==> config.mk <==
export PLATFORM = sky130hd
export DESIGN_NAME = ctrl_buf_mc
export DESIGN_NICKNAME = d
export VERILOG_FILES = /design/src/rtl/ctrl_buf_mc.sv
export SDC_FILE = /design/constraint.sdc
export NUM_CORES = 2
export LEC_CHECK = 0
export CAP_MARGIN = 10
export CORE_MARGIN = 2
export CORE_UTILIZATION = 35
export DETAILED_ROUTE_END_ITERATION = 8
export GPL_TIMING_DRIVEN = 1
export PLACE_DENSITY = 0.59
export REMOVE_ABC_BUFFERS = 1
export SYNTH_ARGS = -nofsm -noshare
export SYNTH_HDL_FRONTEND = slang
export SYNTH_SLANG_ARGS = --single-unit
==> constraint.sdc <==
create_clock -name clk -period 3.9 [get_ports clk]
set_input_delay 0.39 -clock clk [delete_from_list [all_inputs] [get_ports clk]]
set_output_delay 0.39 -clock clk [all_outputs]
set_load 0.05 [all_outputs]
==> src/rtl/ctrl_buf_mc.sv <==
// ctrl_buf_mc: NUM_CH independent circular FIFOs sharing one flop array,
// with per-channel enqueue, an internal dequeue arbiter (round-robin or
// fixed priority) and per-channel occupancy outputs.
// Optional macro CTRL_BUF_MC_DROP_CNT_EN adds a saturating 32-bit drop_cnt
// output counting enqueue attempts against a full channel.
module ctrl_buf_mc #(
  parameter int unsigned DWIDTH   = 32,
  parameter int unsigned DEPTH    = 16,
  parameter int unsigned NUM_CH   = 4,
  parameter int unsigned ARB_MODE = 0,
  localparam int unsigned CH_W    = $clog2(NUM_CH),
  localparam int unsigned CNT_W   = $clog2(DEPTH + 1)
) (
  input  logic                    clk,
  input  logic                    rst_n,
  input  logic                    in_enque_en,
  input  logic [CH_W-1:0]         in_ch,
  input  logic [DWIDTH-1:0]       in_data,
  output logic [NUM_CH-1:0]       in_ready,
  input  logic                    out_deque_en,
  output logic                    out_valid,
  output logic [CH_W-1:0]         out_ch,
  output logic [DWIDTH-1:0]       out_data,
  output logic [NUM_CH*CNT_W-1:0] occupancy
`ifdef CTRL_BUF_MC_DROP_CNT_EN
  ,
  output logic [31:0]             drop_cnt
`endif
);

  localparam int unsigned PTR_W = $clog2(DEPTH);

  logic [DWIDTH-1:0] mem  [NUM_CH][DEPTH];
  logic [PTR_W-1:0]  head [NUM_CH];
  logic [PTR_W-1:0]  tail [NUM_CH];
  logic [CNT_W-1:0]  cnt  [NUM_CH];
  logic [CH_W-1:0]   rr_ptr;

  logic [CH_W-1:0]   sel;
  logic              any_valid;
  logic              deq_fire;
  logic [NUM_CH-1:0] enq_v;
  logic [NUM_CH-1:0] deq_v;
  int                scan_idx;

  // Pointers wrap explicitly so DEPTH need not be a power of two
  function automatic logic [PTR_W-1:0] ptr_inc(input logic [PTR_W-1:0] p);
    return (p == PTR_W'(DEPTH - 1)) ? '0 : p + PTR_W'(1);
  endfunction

  // Readiness and occupancy straight from the registered counts
  always_comb begin
    in_ready  = '0;
    occupancy = '0;
    for (int c = 0; c < NUM_CH; c++) begin
      in_ready[c]                  = (cnt[c] != CNT_W'(DEPTH));
      occupancy[c*CNT_W +: CNT_W]  = cnt[c];
    end
  end

  // Dequeue arbiter: scan from rr_ptr (round-robin) or from channel 0
  always_comb begin
    sel       = '0;
    any_valid = 1'b0;
    scan_idx  = 0;
    for (int i = 0; i < NUM_CH; i++) begin
      if (ARB_MODE == 0) begin
        scan_idx = int'(rr_ptr) + i;
        if (scan_idx >= int'(NUM_CH)) scan_idx = scan_idx - int'(NUM_CH);
      end else begin
        scan_idx = i;
      end
      if (!any_valid && (cnt[CH_W'(scan_idx)] != '0)) begin
        any_valid = 1'b1;
        sel       = CH_W'(scan_idx);
      end
    end
  end

  assign out_valid = any_valid;
  assign out_ch    = sel;
  assign out_data  = mem[sel][head[sel]];
  assign deq_fire  = out_deque_en && any_valid;

  // Per-channel accept strobes; enqueue sees only the registered count
  always_comb begin
    enq_v = '0;
    deq_v = '0;
    for (int c = 0; c < NUM_CH; c++) begin
      enq_v[c] = in_enque_en && (in_ch == CH_W'(c)) && (cnt[c] != CNT_W'(DEPTH));
      deq_v[c] = deq_fire && (sel == CH_W'(c));
    end
  end

  // Storage, pointers, counts and round-robin pointer
  always_ff @(posedge clk or negedge rst_n) begin
    if (!rst_n) begin
      for (int c = 0; c < NUM_CH; c++) begin
        head[c] <= '0;
        tail[c] <= '0;
        cnt[c]  <= '0;
        for (int d = 0; d < DEPTH; d++) mem[c][d] <= '0;
      end
      rr_ptr <= '0;
    end else begin
      for (int c = 0; c < NUM_CH; c++) begin
        if (enq_v[c]) begin
          mem[c][tail[c]] <= in_data;
          tail[c]         <= ptr_inc(tail[c]);
        end
        if (deq_v[c]) head[c] <= ptr_inc(head[c]);
        case ({enq_v[c], deq_v[c]})
          2'b10:   cnt[c] <= cnt[c] + CNT_W'(1);
          2'b01:   cnt[c] <= cnt[c] - CNT_W'(1);
          default: cnt[c] <= cnt[c];
        endcase
      end
      if ((ARB_MODE == 0) && deq_fire)
        rr_ptr <= (sel == CH_W'(NUM_CH - 1)) ? '0 : sel + CH_W'(1);
    end
  end

`ifdef CTRL_BUF_MC_DROP_CNT_EN
  logic drop_c;

  // Enqueue attempt against a full target channel
  always_comb begin
    drop_c = 1'b0;
    for (int c = 0; c < NUM_CH; c++)
      if (in_enque_en && (in_ch == CH_W'(c)) && (cnt[c] == CNT_W'(DEPTH))) drop_c = 1'b1;
  end

  // Saturating drop counter
  always_ff @(posedge clk or negedge rst_n) begin
    if (!rst_n)                          drop_cnt <= '0;
    else if (drop_c && (drop_cnt != '1)) drop_cnt <= drop_cnt + 32'd1;
  end
`endif

endmodule

## Word level (Yosys, flattened, before mapping)

Cells that the tools add are included.

| storage, ports and cells | value |
|---|---|
| word-level logic and storage cells | 246 |
| input bits | 38 |
| output and inout bits | 59 |
| flip-flop bits (word level) | 2102 |

| cells by class | value |
|---|---|
| bitwise logic cells | 10 |
| $lt $le $gt $ge | 18 |
| add/sub/neg operators | 24 |
| muxes and demuxes | 58 |
| eq/ne operators | 26 |
| reductions and logical operators | 33 |

Operator list:

| kind | count |
|---|---|
| 512-bit bitwise mux | 4 |
| 512-bit binary-select mux with 2-bit select | 1 |
| 512-bit two-way mux | 2 |
| 32-bit demux with 4-bit select | 4 |
| 32-bit two-way mux | 6 |
| 32-bit binary-select mux with 4-bit select | 1 |
| 5-bit binary-select mux with 2-bit select | 4 |
| 4-bit two-way mux | 10 |
| 5-bit two-way mux | 8 |
| 5-bit one-hot mux with 2 select lines | 4 |
| 4-bit by 1-bit adder with 4-bit output (second input constant) | 8 |
| 4-bit == test (second input constant) | 8 |
| 5-bit greater-or-equal comparator (second input constant) | 5 |
| 4-bit inverter with 5-bit output | 5 |
| 5-bit by 1-bit adder with 5-bit output (second input constant) | 4 |
| 1-bit logical AND | 20 |
| 5-bit by 1-bit less-than comparator with 1-bit output (second input constant) | 4 |
| 5-bit != test (second input constant) | 4 |
| 5-bit nonzero test | 4 |
| 5-bit by 1-bit subtractor with 5-bit output (second input constant) | 4 |
| 2-bit two-way mux | 9 |
| 2-bit == test (second input constant) | 8 |
| 2-bit by 3-bit greater-or-equal comparator with 1-bit output (second input constant) | 5 |
| 2-bit by 1-bit == test with 1-bit output (second input constant) | 6 |
| 12 further kinds | 31 |

## Logic depth before layout (Yosys ltp)

| depth | value |
|---|---|
| depth in word-level cells | 25 |
| depth in mapped cells | 20 |
| mapped depth without buffers | 16 |

## Least setup slack after synthesis

No wires, ideal clock.

| timing path | value |
|---|---|
| path kind | register -> register |
| from | register cnt (netlist bit occupancy[1]) |
| to | register cnt (netlist bit occupancy[19]) |
| period minus slack after synthesis | 4.884 ns |
| setup time | 0.145 ns |
| data arrival time | 4.739 ns |
| data required time | 3.755 ns |
| slack | -0.984 ns |
| cell stages (with the launch flop) | 18 |
| buffers on the path | 4 |
| cell sequence | dfrtp_1 > or4_4 > o21bai_2 > o211ai_1 > a21oi_2 > buf_2 > buf_1 > clkbuf_1 > ha_1 > and3_1 > clkbuf_1 > ha_1 > ha_1 > a21o_1 > a21oi_1 > xor2_1 > nor2_1 > xor2_1 |

| on the way | value |
|---|---|
| longest elaborated chain between the ends | 18 |
| elaborated cells on any way between the ends | 37 |
| classes of those cells | eq/ne (3); mux (21); reduce/logical (13) |

Ends and longest elaborated chain:

| element | line | source |
|---|---|---|
| start: declaration | 36 | `logic [CNT_W-1:0] cnt [NUM_CH];` |
| start signal: indexed assignment | 113 | `2'b10: cnt[c] <= cnt[c] + CNT_W'(1);` |
| start signal: indexed assignment | 114 | `2'b01: cnt[c] <= cnt[c] - CNT_W'(1);` |
| start signal: indexed assignment | 115 | `default: cnt[c] <= cnt[c];` |
| 5-bit binary-select mux with 2-bit select | 73 | `if (!any_valid && (cnt[CH_W'(scan_idx)] != '0)) begin` |
| 5-bit two-way mux (not written as such) (2 in series) | 73 |  |
| 5-bit nonzero test | 73 |  |
| 1-bit two-way mux | 73 |  |
| 1-bit zero test | 73 |  |
| 1-bit logical AND | 73 |  |
| 1-bit two-way mux | 73 |  |
| 1-bit zero test | 73 |  |
| (+3 left out) | -- |  |
| 1-bit logical AND | 73 |  |
| 2-bit two-way mux (*) | 73 |  |
| named net out_ch[0] | 22 | `output logic [CH_W-1:0] out_ch,` |
| 2-bit == test (*) | 91 | `deq_v[c] = deq_fire && (sel == CH_W'(c));` |
| 1-bit logical AND (*) | 91 |  |
| named net deq_v[3] | 43 | `logic [NUM_CH-1:0] deq_v;` |
| 2-bit by 1-bit == test with 1-bit output or 2-bit == test (tied branches) | 112 | `case ({enq_v[c], deq_v[c]})` |
| 5-bit one-hot mux with 2 select lines or 2-bit nonzero test (tied branches) | -- |  |

The timed path passes the listed nets; every way through them passes the cells marked *. The select of a mux whose other input is x is not followed.
A chain may end at the register's enable or synchronous reset.

## Worst setup path in the final report

| timing path | value |
|---|---|
| from | register cnt (netlist bit occupancy[3]) |
| to | output port out_data[6] |

| on the way | value |
|---|---|
| longest elaborated chain between the ends | 22 |
| elaborated cells on any way between the ends | 40 |
| classes of those cells | mux (28); bitwise (2); reduce/logical (10) |

Ends and longest elaborated chain:

| element | line | source |
|---|---|---|
| 5-bit binary-select mux with 2-bit select | 73 |  |
| 5-bit two-way mux (not written as such) (2 in series) | 73 |  |
| 5-bit nonzero test | 73 |  |
| 1-bit two-way mux | 73 |  |
| 1-bit zero test | 73 |  |
| 1-bit logical AND | 73 |  |
| 1-bit two-way mux | 73 |  |
| 1-bit zero test | 73 |  |
| (+3 left out) | -- |  |
| 1-bit logical AND | 73 |  |
| 2-bit two-way mux (*) | 73 |  |
| 2-bit inverter with 3-bit output (not written as such) (*) | 82 | `assign out_data = mem[sel][head[sel]];` |
| 4-bit binary-select mux with 2-bit select | 82 |  |
| 4-bit two-way mux (not written as such) (2 in series) | 82 |  |
| 4-bit inverter with 5-bit output (not written as such) | 82 |  |
| 32-bit binary-select mux with 4-bit select (*) | 82 |  |
| 32-bit two-way mux (not written as such) (*) (2 in series) | 82 |  |
| end: declaration | 23 | `output logic [DWIDTH-1:0] out_data,` |

Mark *: on every way between the ends. The rest lies on a longest branch, timed or not. The select of a mux whose other input is x is not followed.

==> results by group <==
Run status
  – Status: finished, violations left
  – Failing checks: setup timing

Drt
  – Drt drc: 0
  – ANT nets after route: 0
  – DR iter-0 viols: 6600
  – Vias per cell: 5.79
  – DR WL/cell: 27.7 um
  – Via count: 71600
  – First-pass DRT Iterations: 5
  – DRT Wirelength: 342000 um

STA
  – Slew Limit Fails: 0
  – Final worst slack: -1.15 ns
  – Final worst path period share: 1.29
  – Worst slew pin tran: 1.27 ns
  – Shortest period the worst path allows: 5.05 ns
  – Final hold vios: 0
  – Max Clk Rate: 0.198 GHz
  – Unrepaired setup endpoints after global routing: yes
  – Final setup vio count: 34
  – Slew HR: 0.156
  – Max Clock Skew: 0.134 ns

Floorplanning
  – Die width: approximately 530 um
  – Row Count: 194
  – Die Ht: 535 um
  – Die area: 286000 um^2
  – Core ar.: 280000 um^2
  – Starting Density: 0.353
  – IO Pins: between 90 and 100

Clock network
  – Root Driver: clkbuf_16
  – CTS H-tree lvls: 4
  – Clock Latency Late Sink: 0.93 ns
  – Num CTS Buffers: 230
  – Clock sink count: between 2000 and 2500
  – Worst-path clk slew: 0.06 ns
  – Clock Path Buffers: 4
  – CTS tree: done

GRT
  – First-pass GRT wire length: between 400000 and 500000 um
  – Grt ovf: 0
  – Vias in the first global route: around 72000
  – Largest net degree at the start of global routing: 141
  – Initial antenna violation count: 18
  – Total Routing Usage GR: 0.231

Synthesis
  – Synth warnings: 0
  – Post-synth top flop: dfrtp_1
  – Number of synthesized flops with an enable pin: 0
  – Post-synth cell types: 48
  – Synth Register Bits: 2102
  – Asr flop ratio synth: 1.00
  – Synth Instances: between 8000 and 9000
  – Synth Area per Inst: between 10 and 15 um^2
  – Mapped Area: 98700 um^2
  – Post-synthesis sequential area ratio: 0.533

Layout
  – Commonest cells after routing, fill and taps aside: dfrtp_1 (2102), mux2_2 (2057), nand2_1 (821)
  – P&R area growth vs syn: 21.4%
  – Nets@finish: 8528
  – Utilization after layout: 0.428
  – Most common cell after layout, fill and taps aside: dfrtp_1
  – Share of layout cells above drive strength 1: 0.415

Job
  – Max-cap violations: 0

Critical path
  – Crit path launch: occupancy[3]
  – Worst path arrival time: ~4.7 ns
  – CP Class: reg -> out
  – Worst r2r path cells: 17
  – Worst R2R Start: occupancy[3]
  – Worst setup EP type: primary output
  – Worst reg2reg setup slack: -0.14 ns
  – WP data required: 3.51 ns
  – Reg2reg end: occupancy[9]
  – Setup crit start kind: flop
  – Worst-path maximum fanout: 17

Worst hold path
  – Hold Path Depth: 2
  – Min-Delay Path Class: in -> reg
  – Hold Path Origin: in_data[17]
  – Hold path endpoint: mem[1809]

Place
  – PortBufs: 96
  – Global placement routability congestion: 0.824
  – HPWL Detailed: 196000 um
Yosys cell counts (2+ instances only):
library cell | n | area (um^2)
dfrtp_1 | 2102 | 52600
mux2_2 | 2059 | 23200
nand2_1 | 841 | 3160
a21oi_1 | 789 | 3950
clkbuf_1 | 626 | 2350
a22oi_1 | 385 | 2890
a211oi_1 | 384 | 2880
mux2i_1 | 262 | 2620
buf_1 | 162 | 608
and3_1 | 134 | 838
a221oi_1 | 128 | 1120
buf_2 | 82 | 410
ha_1 | 40 | 500
nor2_1 | 34 | 128
or4_1 | 32 | 240
o21ai_0 | 30 | 150
nand3_1 | 29 | 145
inv_1 | 26 | 97.6
xnor2_1 | 17 | 149
xor2_1 | 11 | 96.3
a21o_1 | 10 | 75.1
nor3_1 | 9 | 45.0
nand2b_1 | 6 | 37.5
a31oi_1 | 4 | 25.0
and2_1 | 4 | 25.0
fa_1 | 4 | 80.1
nor2b_1 | 4 | 25.0
nor4_1 | 3 | 18.8
o31ai_1 | 3 | 22.5
inv_2 | 2 | 7.51
o21ai_1 | 2 | 10.0
o41ai_1 | 2 | 17.5
flip-flops by register name, summed over array words and instances (netlist names):
name / count
occupancy: 20
head: 16
mem: 2048
rr_ptr: 2
tail: 16
kinds of logic after synthesis:
logic type / share of synthesized area
buf+inv: 0.0354
xor+xnor: 0.00249
fa+ha+maj: 0.00588
flops: 0.533
mux: 0.262
compound gates: 0.114
simple gates: 0.0479
repair_timing:
action | in CTS | in global routing
cloned | 23 | 16
gates resized for setup | 302 | 207
hold buffers | 3 | 0
endpoints found under the setup margin | 39 | 39
setup buffers | 40 | 27
pin swaps | 43 | 57
endpoints found under the hold margin | 360 | 0
metal layers:
metal | track usage | up-vias | share of wire
met5 | 0 | - | 0.00028
li1 | - | 30300 | -
met2 | 0.361 | 2575 | 0.45
met1 | 0.322 | 38000 | 0.44
met3 | 0.0373 | 674 | 0.072
met4 | 0.0859 | 14 | 0.043
area by class of cell:
class                      instances  area [um^2]
fill                           25600       160000
sequential                      2102        52600
multi-input combinational       5240        44600
timing repair buffer             844        10200
clock buffer                     344         6730
tap                             3724         4660
clock inverter                    63          802
inverter                          28          120
antenna                            6         15.0
worst max-delay path by stage:
stage | slack [ns] | to
6_report | -1.15 | out_data[6]
3_3_place_gp | -0.65 | out_data[29]
3_5_place_dp | -0.65 | out_data[15]
5_1_grt | -1.26 | out_data[6]
2_1_floorplan | -66.95 | out_data[0]
4_1_cts | -1.12 | out_data[22]
worst max-delay path, cell delays in order (launching register included):
cell      delay (ns)
dfrtp_1         0.38
or4_4           0.59
o21bai_4        0.16
o211ai_1        0.15
a21oi_4         0.30
buf_6           0.17
nand3_4         0.07
and2_4          0.22
buf_4           0.16
buf_12          0.16
buf_4           0.19
a211oi_2        0.25
a211oi_2        0.09
buf_4           0.15
or4_4           0.57
buf_6           0.19
through the flow:
stage | setup TNS (ns) | setup slack [ns] | hold WS (ns) | instance area, um^2 | std cells
finish | -34.07 | -1.15 | 0.0888 | 120000 | 12400
global route | -37.74 | -1.26 | 0.0612 | 120000 | 12300
CTS | -34.22 | -1.12 | 0.0383 | 118000 | 12300
detailed placement | -16.62 | -0.653 | 0.384 | 108000 | 11800
global placement | -15.84 | -0.647 | 0.385 | 108000 | 11800
floorplan | -3858.39 | -66.95 | 0.0944 | 95300 | 7370
Power is not shown: default switching activity piles up to over one toggle a cycle in this logic, so the estimate is an artifact.
